`src/rtl/fetch_pkg.sv`:
```
// fetch_pkg: shared FSM state encoding and instruction size for the fetch unit
package fetch_pkg;
    typedef enum logic [1:0] {IDLE, WAIT, DROP} fetch_state_t;
    localparam logic [31:0] INSTR_BYTES = 32'd4;
endpackage

```
`src/rtl/fetch_queue.sv`:
```
// fetch_queue: small shift-style FIFO; head is entry 0 and reads as zero when empty
module fetch_queue #(
    parameter int DEPTH = 2,
    parameter int WIDTH = 64,
    localparam int CW = $clog2(DEPTH + 1)
) (
    input  logic             clk,
    input  logic             rst,
    input  logic             push,
    input  logic             pop,
    input  logic             flush,
    input  logic [WIDTH-1:0] din,
    output logic [WIDTH-1:0] head,
    output logic [CW-1:0]    count
);
    localparam int IW = $clog2(DEPTH);
    logic [WIDTH-1:0] mem [DEPTH];
    logic do_push, do_pop;
    logic [IW-1:0] wr_idx;
    assign do_pop = pop && count != '0;
    assign do_push = push && (count != CW'(DEPTH) || do_pop);
    assign wr_idx = IW'(count - CW'(do_pop));
    assign head = count != '0 ? mem[0] : '0;
    // occupancy; flush empties the queue without touching storage
    always_ff @(posedge clk)
        if (rst || flush) count <= '0;
        else count <= count + CW'(do_push) - CW'(do_pop);
    // entries slide toward the head on pop; a push lands just behind the last survivor
    always_ff @(posedge clk) begin
        if (do_pop) for (int i = 0; i < DEPTH - 1; i++) mem[IW'(i)] <= mem[IW'(i + 1)];
        if (do_push) mem[wr_idx] <= din;
    end
endmodule

```
`src/rtl/fetch_unit.sv`:
```
// fetch_unit: instruction fetch FSM feeding a small instruction queue; FETCH_PERF_EN adds perf counters
module fetch_unit
    import fetch_pkg::*;
#(
    parameter logic [31:0] RESET_PC = 32'h0000_0000,
    parameter int DEPTH = 2
) (
    input  logic        CLK,
    input  logic        RESET,
    output logic        imem_req,
    output logic [31:0] imem_addr,
    input  logic        imem_ack,
    input  logic [31:0] imem_data,
    input  logic        redirect,
    input  logic [31:0] redirect_pc,
    input  logic        stall,
    output logic        out_valid,
    output logic [31:0] out_inst,
    output logic [31:0] out_pcplus4
`ifdef FETCH_PERF_EN
    ,
    output logic [31:0] perf_fetched,
    output logic [31:0] perf_stall
`endif
);
    localparam int CW = $clog2(DEPTH + 1);
    fetch_state_t state;
    logic [31:0] pc;
    logic [CW-1:0] count;
    logic [CW:0] count_next;
    logic [63:0] head;
    logic push, pop, can_start, room;
    assign push = state == WAIT && imem_ack && !redirect;
    assign pop = out_valid && !stall && !redirect;
    assign count_next = {1'b0, count} + (CW + 1)'(push) - (CW + 1)'(pop);
    assign can_start = {1'b0, count} < (CW + 1)'(DEPTH) && !redirect;
    assign room = count_next < (CW + 1)'(DEPTH);
    assign imem_req = state != IDLE;
    assign out_valid = count != '0;
    assign {out_inst, out_pcplus4} = head;
    // fetch FSM; imem_addr is held separately from pc so a redirect in DROP cannot disturb the open request
    always_ff @(posedge CLK) begin
        if (RESET) begin
            state <= IDLE;
            pc <= RESET_PC;
            imem_addr <= RESET_PC;
        end else begin
            case (state)
                IDLE: state <= can_start ? WAIT : IDLE;
                WAIT: state <= redirect ? (imem_ack ? IDLE : DROP) : (!imem_ack || room) ? WAIT : IDLE;
                DROP: state <= imem_ack ? IDLE : DROP;
                default: state <= IDLE;
            endcase
            if (redirect) pc <= {redirect_pc[31:2], 2'b00};
            else if (push) pc <= pc + INSTR_BYTES;
            if (state == IDLE && can_start) imem_addr <= pc;
            else if (push && room) imem_addr <= pc + INSTR_BYTES;
        end
    end
    fetch_queue #(.DEPTH(DEPTH), .WIDTH(64)) u_queue (
        .clk(CLK),
        .rst(RESET),
        .push(push),
        .pop(pop),
        .flush(redirect),
        .din({imem_data, pc + INSTR_BYTES}),
        .head(head),
        .count(count)
    );
`ifdef FETCH_PERF_EN
    // pushes and stalled-output cycles, free-running modulo 2^32
    always_ff @(posedge CLK)
        if (RESET) begin
            perf_fetched <= '0;
            perf_stall <= '0;
        end else begin
            perf_fetched <= perf_fetched + 32'(push);
            perf_stall <= perf_stall + 32'(out_valid && stall);
        end
`endif
endmodule

```
`config.mk`:
```
export PLATFORM = sky130hd
export DESIGN_NAME = fetch_unit
export DESIGN_NICKNAME = d
export VERILOG_FILES = /design/src/rtl/fetch_pkg.sv /design/src/rtl/fetch_queue.sv /design/src/rtl/fetch_unit.sv
export SDC_FILE = /design/constraint.sdc
export NUM_CORES = 1
export LEC_CHECK = 0
export CAP_MARGIN = 10
export CORE_MARGIN = 5
export CORE_UTILIZATION = 48
export CTS_BUF_LIST = sky130_fd_sc_hd__clkbuf_4 sky130_fd_sc_hd__clkbuf_8 sky130_fd_sc_hd__clkbuf_16
export DETAILED_ROUTE_END_ITERATION = 16
export GPL_TIMING_DRIVEN = 0
export PLACE_DENSITY_LB_ADDON = 0.2
export SKIP_LAST_GASP = 1
export SYNTH_ARGS = -nofsm -noshare
export SYNTH_HDL_FRONTEND = slang
export SYNTH_HIERARCHICAL = 1
export SYNTH_SLANG_ARGS = --single-unit
```
`constraint.sdc`:
```
create_clock -name CLK -period 3.7 [get_ports CLK]
set_clock_uncertainty 0.15 [all_clocks]
set_input_delay 0.74 -clock CLK [delete_from_list [all_inputs] [get_ports CLK]]
set_output_delay 0.74 -clock CLK [all_outputs]
set_load 0.1 [all_outputs]
```
; ---- After elaboration in Yosys (flattened, before gate mapping)
; Memories as Yosys holds them, arrays and structs flattened.
; Cells that the tools add are included.
[classes]
n_addsub = 6
n_lt_le_gt_ge = 2
n_eq_ne = 3
mux = 14
reduce_logical = 21
[ops]
columns = operator, count
row1 = 32-bit two-way mux, 4
row2 = 64-bit two-way mux, 1
row3 = 32-bit by 3-bit adder with 32-bit output (second input constant), 1
row4 = 1-bit logical AND, 9
row5 = 2-bit nonzero test, 4
row6 = 1-bit two-way mux, 6
row7 = 2-bit one-hot mux with 3 select lines, 1
row8 = 2-bit two-way mux, 2
row9 = 2-bit by 1-bit adder with 3-bit output, 1
row10 = 1-bit logical NOT, 3
row11 = 1-bit logical OR, 3
row12 = 3-bit by 2-bit < comparator with 1-bit output (second input constant), 1
row13 = 3-bit by 1-bit subtractor with 3-bit output, 1
row14 = 2-bit by 1-bit adder with 2-bit output, 1
row15 = 2-bit by 1-bit == test with 1-bit output (second input constant), 1
row16 = 2-bit == test (second input constant), 1
row17 = 2-bit logical NOT, 1
row18 = 2-bit < comparator (second input constant), 1
row19 = 2-bit inequality test (second input constant), 1
row20 = 2-bit OR reduction, 1
row21 = 2-bit by 1-bit subtractor with 2-bit output, 1
row22 = 1-bit subtractor, 1
[word_totals]
register_bits = 68
ram_bits = 128
in_bits = 69
output_inout_bits = 98
word_cells = 52
mem_count = 1
[memory_table]
columns = memory, depth, width, rd, rd_clocked_by_memory_dff, write_ports, line_no
row1 = u_queue.mem, 2, 64, 2, 0, 2, fetch_queue.sv:17  ; logic [WIDTH-1:0] mem [DEPTH];

; ---- Depth between registers and ports, before layout
; Gate-level depths: netlist of the first run.
[depth]
word_depth = 10
ltp_mapped = 13
ltp_nobuf = 10

; ---- Modules after synthesis
; The synthesis of the first run kept the hierarchy.
[modules_own_cells]
columns = module, n_inst, cells_per_inst, area_each_um2, seq_area_each_um2
row1 = fetch_queue, 1, 289, 5212.5, 3883.7
row2 = fetch_unit, 1, 512, 3941.3, 1241.2

; ---- Worst setup path after synthesis of the first run
; Ideal clock, no wire load.
[synth_timing]
path_type = input to register
startpoint = in redirect
endpoint = mem u_queue.mem[1][0], enable pin
setup_time_ps = 429
arrival_time_ps = 3276
setup_slack_ps = -155
cell_stages = 5
path_cell_list = clkbuf_1 buf_1 nor3b_1 mux2i_1 and2_1
[synth_lines]
columns = item, line_no
row1 = from (decl), fetch_unit.sv:14  ; input logic redirect,
row2 = to (decl), fetch_queue.sv:17

; ---- Final worst setup path of the first run
[layout_timing]
startpoint = reg u_queue.count[1]
endpoint = out out_pcplus4[2]
[layout_between]
elab_chain_len = 2
[layout_rtl]
columns = item, line_no
row1 = from (decl), fetch_queue.sv:14  ; output logic [CW-1:0] count
row2 = from (signal assigned), fetch_queue.sv:27  ; else count <= count + CW'(do_push) - CW'(do_pop);
row3 = 2-bit nonzero test, fetch_queue.sv:23  ; assign head = count != '0 ? mem[0] : '0;
row4 = 64-bit two-way mux, fetch_queue.sv:23
row5 = to (decl), fetch_unit.sv:19  ; output logic [31:0] out_pcplus4
; Every way passes these cells.

==> flow_summary.ini, run 1 <==
[power_and_ir_drop]
power_mw = 4.823
p_leak_nw = 4.393
p_per_area_nw_per_um2 = 414.2
max-vdd-ir-drop_mv = 0.3009

[detailed_routing]
via_per_inst = 5.567
top_layer = met4
wire_per_inst_um = 19.21
remaining_drc_errors = 0
dr.pass1.iters = 5
vias = 6881
wl_um = 23740
route.met3.wl_um = 1691
ant_nets = 0
wl_met2_um = 11070
met1Wirelength_um = 10460
drt-initial-drc-count = 645

[worst_setup_path]
rr_worst_depth = 12
r2r_end = imem_addr[12]
crit_required_ns = 2.81
cp-end-kind = primary output
reg2reg_slack_ns = 0.37
path_class = reg2out
critPathLaunchType = flop
arrival_ns = 2.68
path_max_fanout = 10
r2r-start = u_queue/count[1]
startpoint = u_queue/count[1]

[floorplan]
io_pins = 167
coreArea_um2 = 18770
start_util_pct = 48.77
die-area_um2 = 21930
die_h_um = 148.1
fp.dieW_um = 148.1
rows = 50

[yosys]
ys.warnings.count = 6
synth-edff-count = 128
synth_cells = 801
ys_seq_elements = 192
synth_area_um2 = 9154
async_flop_share_pct = 0
seq_area_frac_synth_pct = 55.99
synthFlopType = edfxtp_1
syn_avg_cell_area_um2 = 11.43
ys_types = 65

[cells_and_area]
multiInputGateArea_um2 = 3720
drive_gt1_share_pct = 13.47
postLayoutCoreUtil_pct = 62.03
regArea_um2 = 5125
synthToLayoutAreaGrowth_pct = 27.19
nets = 1064
fillers = 1574
antenna_cells = 0

[cts]
cts-root-buf = clkbuf_16
path_clk_slew_ns = 0.07
h-tree-depth = 4
numClockSinks = 192
tritoncts = done
cts_max_path_buffers = 2
hold_buffers = 0
insertion_delay_ns = 0.43
cts_buffers = 17

[grt]
grt_pass1_vias = 6488
grt-ovfl-total = 0
grt_pass1_wl_um = 36670
grt_max_degree = 65
globalRouteTotalUtil_pct = 21.42
grt_antenna_before_repair = 0

[min_path]
hp-class = reg2reg
hold_depth = 2
hold_start = imem_addr[17]
min_to = imem_addr[17]

[sta]
setup_viol = 0
finalCriticalPeriod_ns = 3.572
final.setup.worst_slack_ns = 0.1280
tns_ns = 0
fmax_ghz = 0.2800
relSlewSlack_pct = 29.26
rsz0062_at_grt = true
tightest_slew_ns = 1.058
final_hold_viol_count = 0
final.period_utilization_pct = 96.54
slew_viol_final = 0

[placement]
dp_slack_ns = -1.429
place_hpwl_um = 16670
port_buffers = 162
gp_congestion = 0.9012

[run]
maxCapViolCount = 0

[outcome]
run_status = finished clean
==> metal layers <==
layer | global-route usage, % | vias up
li1 | - | 3269
met1 | 29.50 | 3296
met2 | 34.30 | 274
met3 | 4.052 | 42
met4 | 7.298 | 0
met5 | 0 | -
==> state kept, by name, summed over array words and instances, names as in the netlist <==
name           flops
state              2
u_queue/count      2
imem_addr         30
u_queue/mem      128
pc                30
==> cell usage after synthesis (4+ instances only) <==
cell type | count | area (um^2)
a21oi_1 | 29 | 145.1
a221oi_1 | 6 | 52.55
xor2_1 | 17 | 148.9
nor4_1 | 10 | 62.56
dfxtp_1 | 64 | 1281
buf_4 | 16 | 120.1
inv_1 | 8 | 30.03
a211oi_1 | 13 | 97.59
or2_2 | 4 | 25.02
mux2_2 | 4 | 45.04
nor2b_1 | 65 | 406.6
a22oi_1 | 6 | 45.04
nor3_1 | 17 | 85.08
and3_1 | 8 | 50.05
o21ai_0 | 22 | 110.1
a311oi_1 | 4 | 35.03
or3_1 | 17 | 106.4
ha_1 | 4 | 50.05
buf_2 | 12 | 60.06
nor2_1 | 51 | 191.4
edfxtp_1 | 128 | 3844
a21o_1 | 6 | 45.04
clkbuf_1 | 38 | 142.6
and2_1 | 4 | 25.02
nand4_1 | 14 | 87.58
nand3b_1 | 5 | 37.54
nand2_1 | 49 | 183.9
nand3_1 | 15 | 75.07
xnor2_1 | 34 | 297.8
mux2i_1 | 5 | 50.05
a31oi_1 | 17 | 106.4
mux2_1 | 60 | 675.7
==> cell type report <==
type                            count  area share [%]
Timing Repair Buffer              166           12.93
Tap cell                          234           2.515
Sequential cell                   192           44.02
Clock buffer                       19           3.783
Buffer                             69           3.160
Inverter                            9          0.2902
Multi-Input combinational cell    535           31.95
Clock inverter                     12           1.354
==> stage by stage <==
stage	cell area, um^2	hold WS, ns	cells
after floorplan	9179	0.3347	806
after global placement	11090	0.3143	1202
after detailed placement	11100	0.3192	1202
after CTS	11690	0.3285	1232
after global routing	11640	0.3672	1236
final	11640	0.3266	1236
==> cells in the final DEF, fill, tap and decap left out, drive strengths merged, types with 15 or more instances in the layout <==
master,count
dfxtp,64
xnor2,34
nand4,16
nor3,17
o21ai,23
nand2,51
a21oi,29
nand3,15
mux2,64
edfxtp,128
buf,36
dlymetal6s2s,21
or3,17
xor2,17
nor2b,65
a31oi,17
nor2,52
clkdlybuf4s50,101
clkbuf,95
==> repair_timing <==
action | in CTS | in global routing
endpoints found under the setup margin | 71 | 89
endpoints found under the hold margin | 0 | 0
pin swaps | 0 | 2
gates resized for setup | 55 | 106
gates cloned | 0 | 0
buffers inserted | 0 | 3
==> where the power goes <==
part	switching [mW]	internal (mW)
Clock	0.810	1.08
Combinational	0.380	0.197
Sequential	0.0274	2.33
Total	1.22	3.61
==> cell families after synthesis <==
group	count (synthesis)	synth area share [%]
flops	192	55.99
other cells	1	0.04097
compound gates	116	8.229
buf+inv	79	4.073
mux	69	8.420
fa+ha+maj	5	0.7655
simple gates	288	17.61
xor+xnor	51	4.880
==> how the worst max path moves through the flow <==
stage | to | slack [ns] | depth (start not counted)
2_1_floorplan | imem_addr[19] | 0.06 | 13
3_3_place_gp | u_queue/mem[0][30] | -1.49 | 6
3_5_place_dp | imem_addr[21] | -1.43 | 14
4_1_cts | imem_addr[30] | 0.008 | 11
5_1_grt | out_inst[21] | -0.03 | 5
6_report | out_pcplus4[2] | 0.13 | 4
==> worst max-delay path, stage by stage, from the launching register on <==
cell	delay (ns)
dfxtp_1	0.57
nor2_2	0.13
clkbuf_2	0.26
nor2b_1	0.16
clkdlybuf4s50_1	1.14
Power figures use the tool's default switching activity.
==> run 2: changes to the inputs <==
--- a/config.mk
+++ b/config.mk
@@ -7,12 +7,14 @@
 export LEC_CHECK = 0
 export CAP_MARGIN = 10
 export CORE_MARGIN = 5
-export CORE_UTILIZATION = 48
+export CORE_UTILIZATION = 30
 export CTS_BUF_LIST = sky130_fd_sc_hd__clkbuf_4 sky130_fd_sc_hd__clkbuf_8 sky130_fd_sc_hd__clkbuf_16
 export DETAILED_ROUTE_END_ITERATION = 16
 export GPL_TIMING_DRIVEN = 0
 export PLACE_DENSITY_LB_ADDON = 0.2
+export SETUP_SLACK_MARGIN = 0.3
 export SKIP_LAST_GASP = 1
+export SLEW_MARGIN = 20
 export SYNTH_ARGS = -nofsm -noshare
 export SYNTH_HDL_FRONTEND = slang
 export SYNTH_HIERARCHICAL = 1
==> run 2 against run 1 <==
Critical path depth is 9 higher. Highest routed layer unchanged. Die area increased by 56%. Total power up 3.6%. Worst hold slack better by 0.0050 ns. Via count down 0.83%. Count of clock-buffer cells in the layout grew 3.
==> flow_summary.ini, run 2 (synthesized netlist as in run 1, its figures left out) <==
[cts]
path_clk_slew_ns = 0.07
h-tree-depth = 4
cts_buffers = 17
cts_max_path_buffers = 2
cts-root-buf = clkbuf_16
insertion_delay_ns = 0.43
tritoncts = done
numClockSinks = 192

[sta]
slew_viol_final = 0
tns_ns = 0
hold-worst-slack_ns = 0.3316
setup_viol = 0
final.setup.worst_slack_ns = 0.3652
relSlewSlack_pct = 26.88
fmax_ghz = 0.2999
tightest_slew_ns = 1.093
final_hold_viol_count = 0
finalCriticalPeriod_ns = 3.335
final.period_utilization_pct = 90.13
rsz0062_at_grt = true

[cells_and_area]
nets = 1069
antenna_cells = 0
fin_area_um2 = 12210
fillers = 2960
reg_top3 = u_queue/mem x128, imem_addr x30, pc x30
drive_gt1_share_pct = 16.57
final_cell_mix = edfxtp_1 (128), clkdlybuf4s50_1 (96), nor2b_1 (65)
final_common_cell = edfxtp_1
synthToLayoutAreaGrowth_pct = 33.42
largest_reg_flops = 128
regMostFlops = u_queue/mem

[power_and_ir_drop]
p_leak_nw = 4.119
p_per_area_nw_per_um2 = 408.9
power_frac_clock_pct = 40.8
switching_share_pct = 25.49
seq_power_share_pct = 47.2
max-vdd-ir-drop_mv = 0.2744
p_int_mw = 3.721
power_frac_comb_pct = 12.1
power_mw = 4.994
p_switching_mw = 1.273

[floorplan]
fp.dieW_um = 184.7
start_util_pct = 30.16
rows = 64
io_pins = 167
coreArea_um2 = 30350
die-area_um2 = 34110
die_h_um = 184.7

[grt]
top_usage_layer = met2
grt_antenna_before_repair = 0
grt_pass1_vias = 6759
use_met3_pct = 3.335
grtUsageMet1_pct = 21.64
globalRouteTotalUtil_pct = 15.65
grt.met2_usage_pct = 25.62
grt-ovfl-total = 0
grt_pass1_wl_um = 40610
grt_max_degree = 49

[placement]
placedInstanceArea_um2 = 11400
gp_congestion = 0.8754
port_buffers = 162
dp_slack_ns = -0.8287
place_hpwl_um = 19190

[detailed_routing]
wire_per_inst_um = 19.33
via_per_inst = 4.860
ant_nets = 0
dr.pass1.iters = 5
drt-initial-drc-count = 424
vias = 6824
wl_um = 27140
remaining_drc_errors = 0

[run]
maxCapViolCount = 0

[worst_setup_path]
path_class = in2reg
path_max_fanout = 10
crit_required_ns = 3.83
cp-end-kind = flop
arrival_ns = 3.46
rr_worst_depth = 14
critPathLaunchType = input port

[outcome]
run_status = finished clean

[min_path]
hold_depth = 2
hp-class = reg2reg
==> run 2: cell type report <==
cell class	instances	area [um^2]	area share, %
buffer	70	414.1	3.391
timing repair buffer	170	1755	14.37
sequential	192	5126	41.97
inverter	9	33.78	0.2766
clock inverter	10	142.6	1.168
multi-input combinational	535	3741	30.63
clock buffer	22	504.2	4.129
tap	396	495.5	4.057
==> run 2: path summary, 6_finish.rpt <==
kind | endpoint | slack (ns) | startpoint
worst max register to register | imem_addr[29] | 0.47 | state[0]
worst max-delay path | imem_addr[29] | 0.37 | stall
worst min-delay path | imem_addr[28] | 0.33 | imem_addr[28]
worst min register to register | imem_addr[28] | 0.33 | imem_addr[28]
==> run 2: critical path, stage by stage <==
cell and delay, ns:
clkdlybuf4s50_1 0.46, nor3b_4 0.26, ha_1 0.26, nand2b_1 0.15, fa_1 0.41, xnor2_2 0.19
and3_1 0.19, buf_6 0.17, nor2_4 0.07, buf_12 0.17, buf_6 0.14, a22oi_1 0.14
a21oi_1 0.09
==> run 2: through the flow <==
step | utilization, % | cells
floorplan | - | 806
global placement | 37.34 | 1364
detailed placement | 37.57 | 1366
CTS | 40.11 | 1400
global route | 40.24 | 1404
finish | 40.24 | 1404
==> run 2: power by group through the flow <==
stage               clock network (mW)  registers (mW)  logic (mW)
finish                            2.04            2.36       0.604
global route                      2.18            2.36       0.638
CTS                               2.08            2.35       0.602
detailed placement                   0            2.40       0.592
global placement                     0            2.40       0.586
floorplan                            0            2.50       0.266
==> run 2: repair_timing <==
item / 4_1_cts / 5_1_grt
hold endpoints to repair: 0 / 0
pin swaps: 0 / 3
gates resized for setup: 187 / 26
setup endpoints to repair: 94 / 85
setup buffers: 2 / 4
hold buffers: 0 / 0
==> run 2: per-layer routing <==
layer | routed length, um | vias up
met5 | 0 | -
li1 | - | 3290
met1 | 12670 | 3293
met3 | 1687 | 20
met2 | 12550 | 221
met4 | 228 | 0
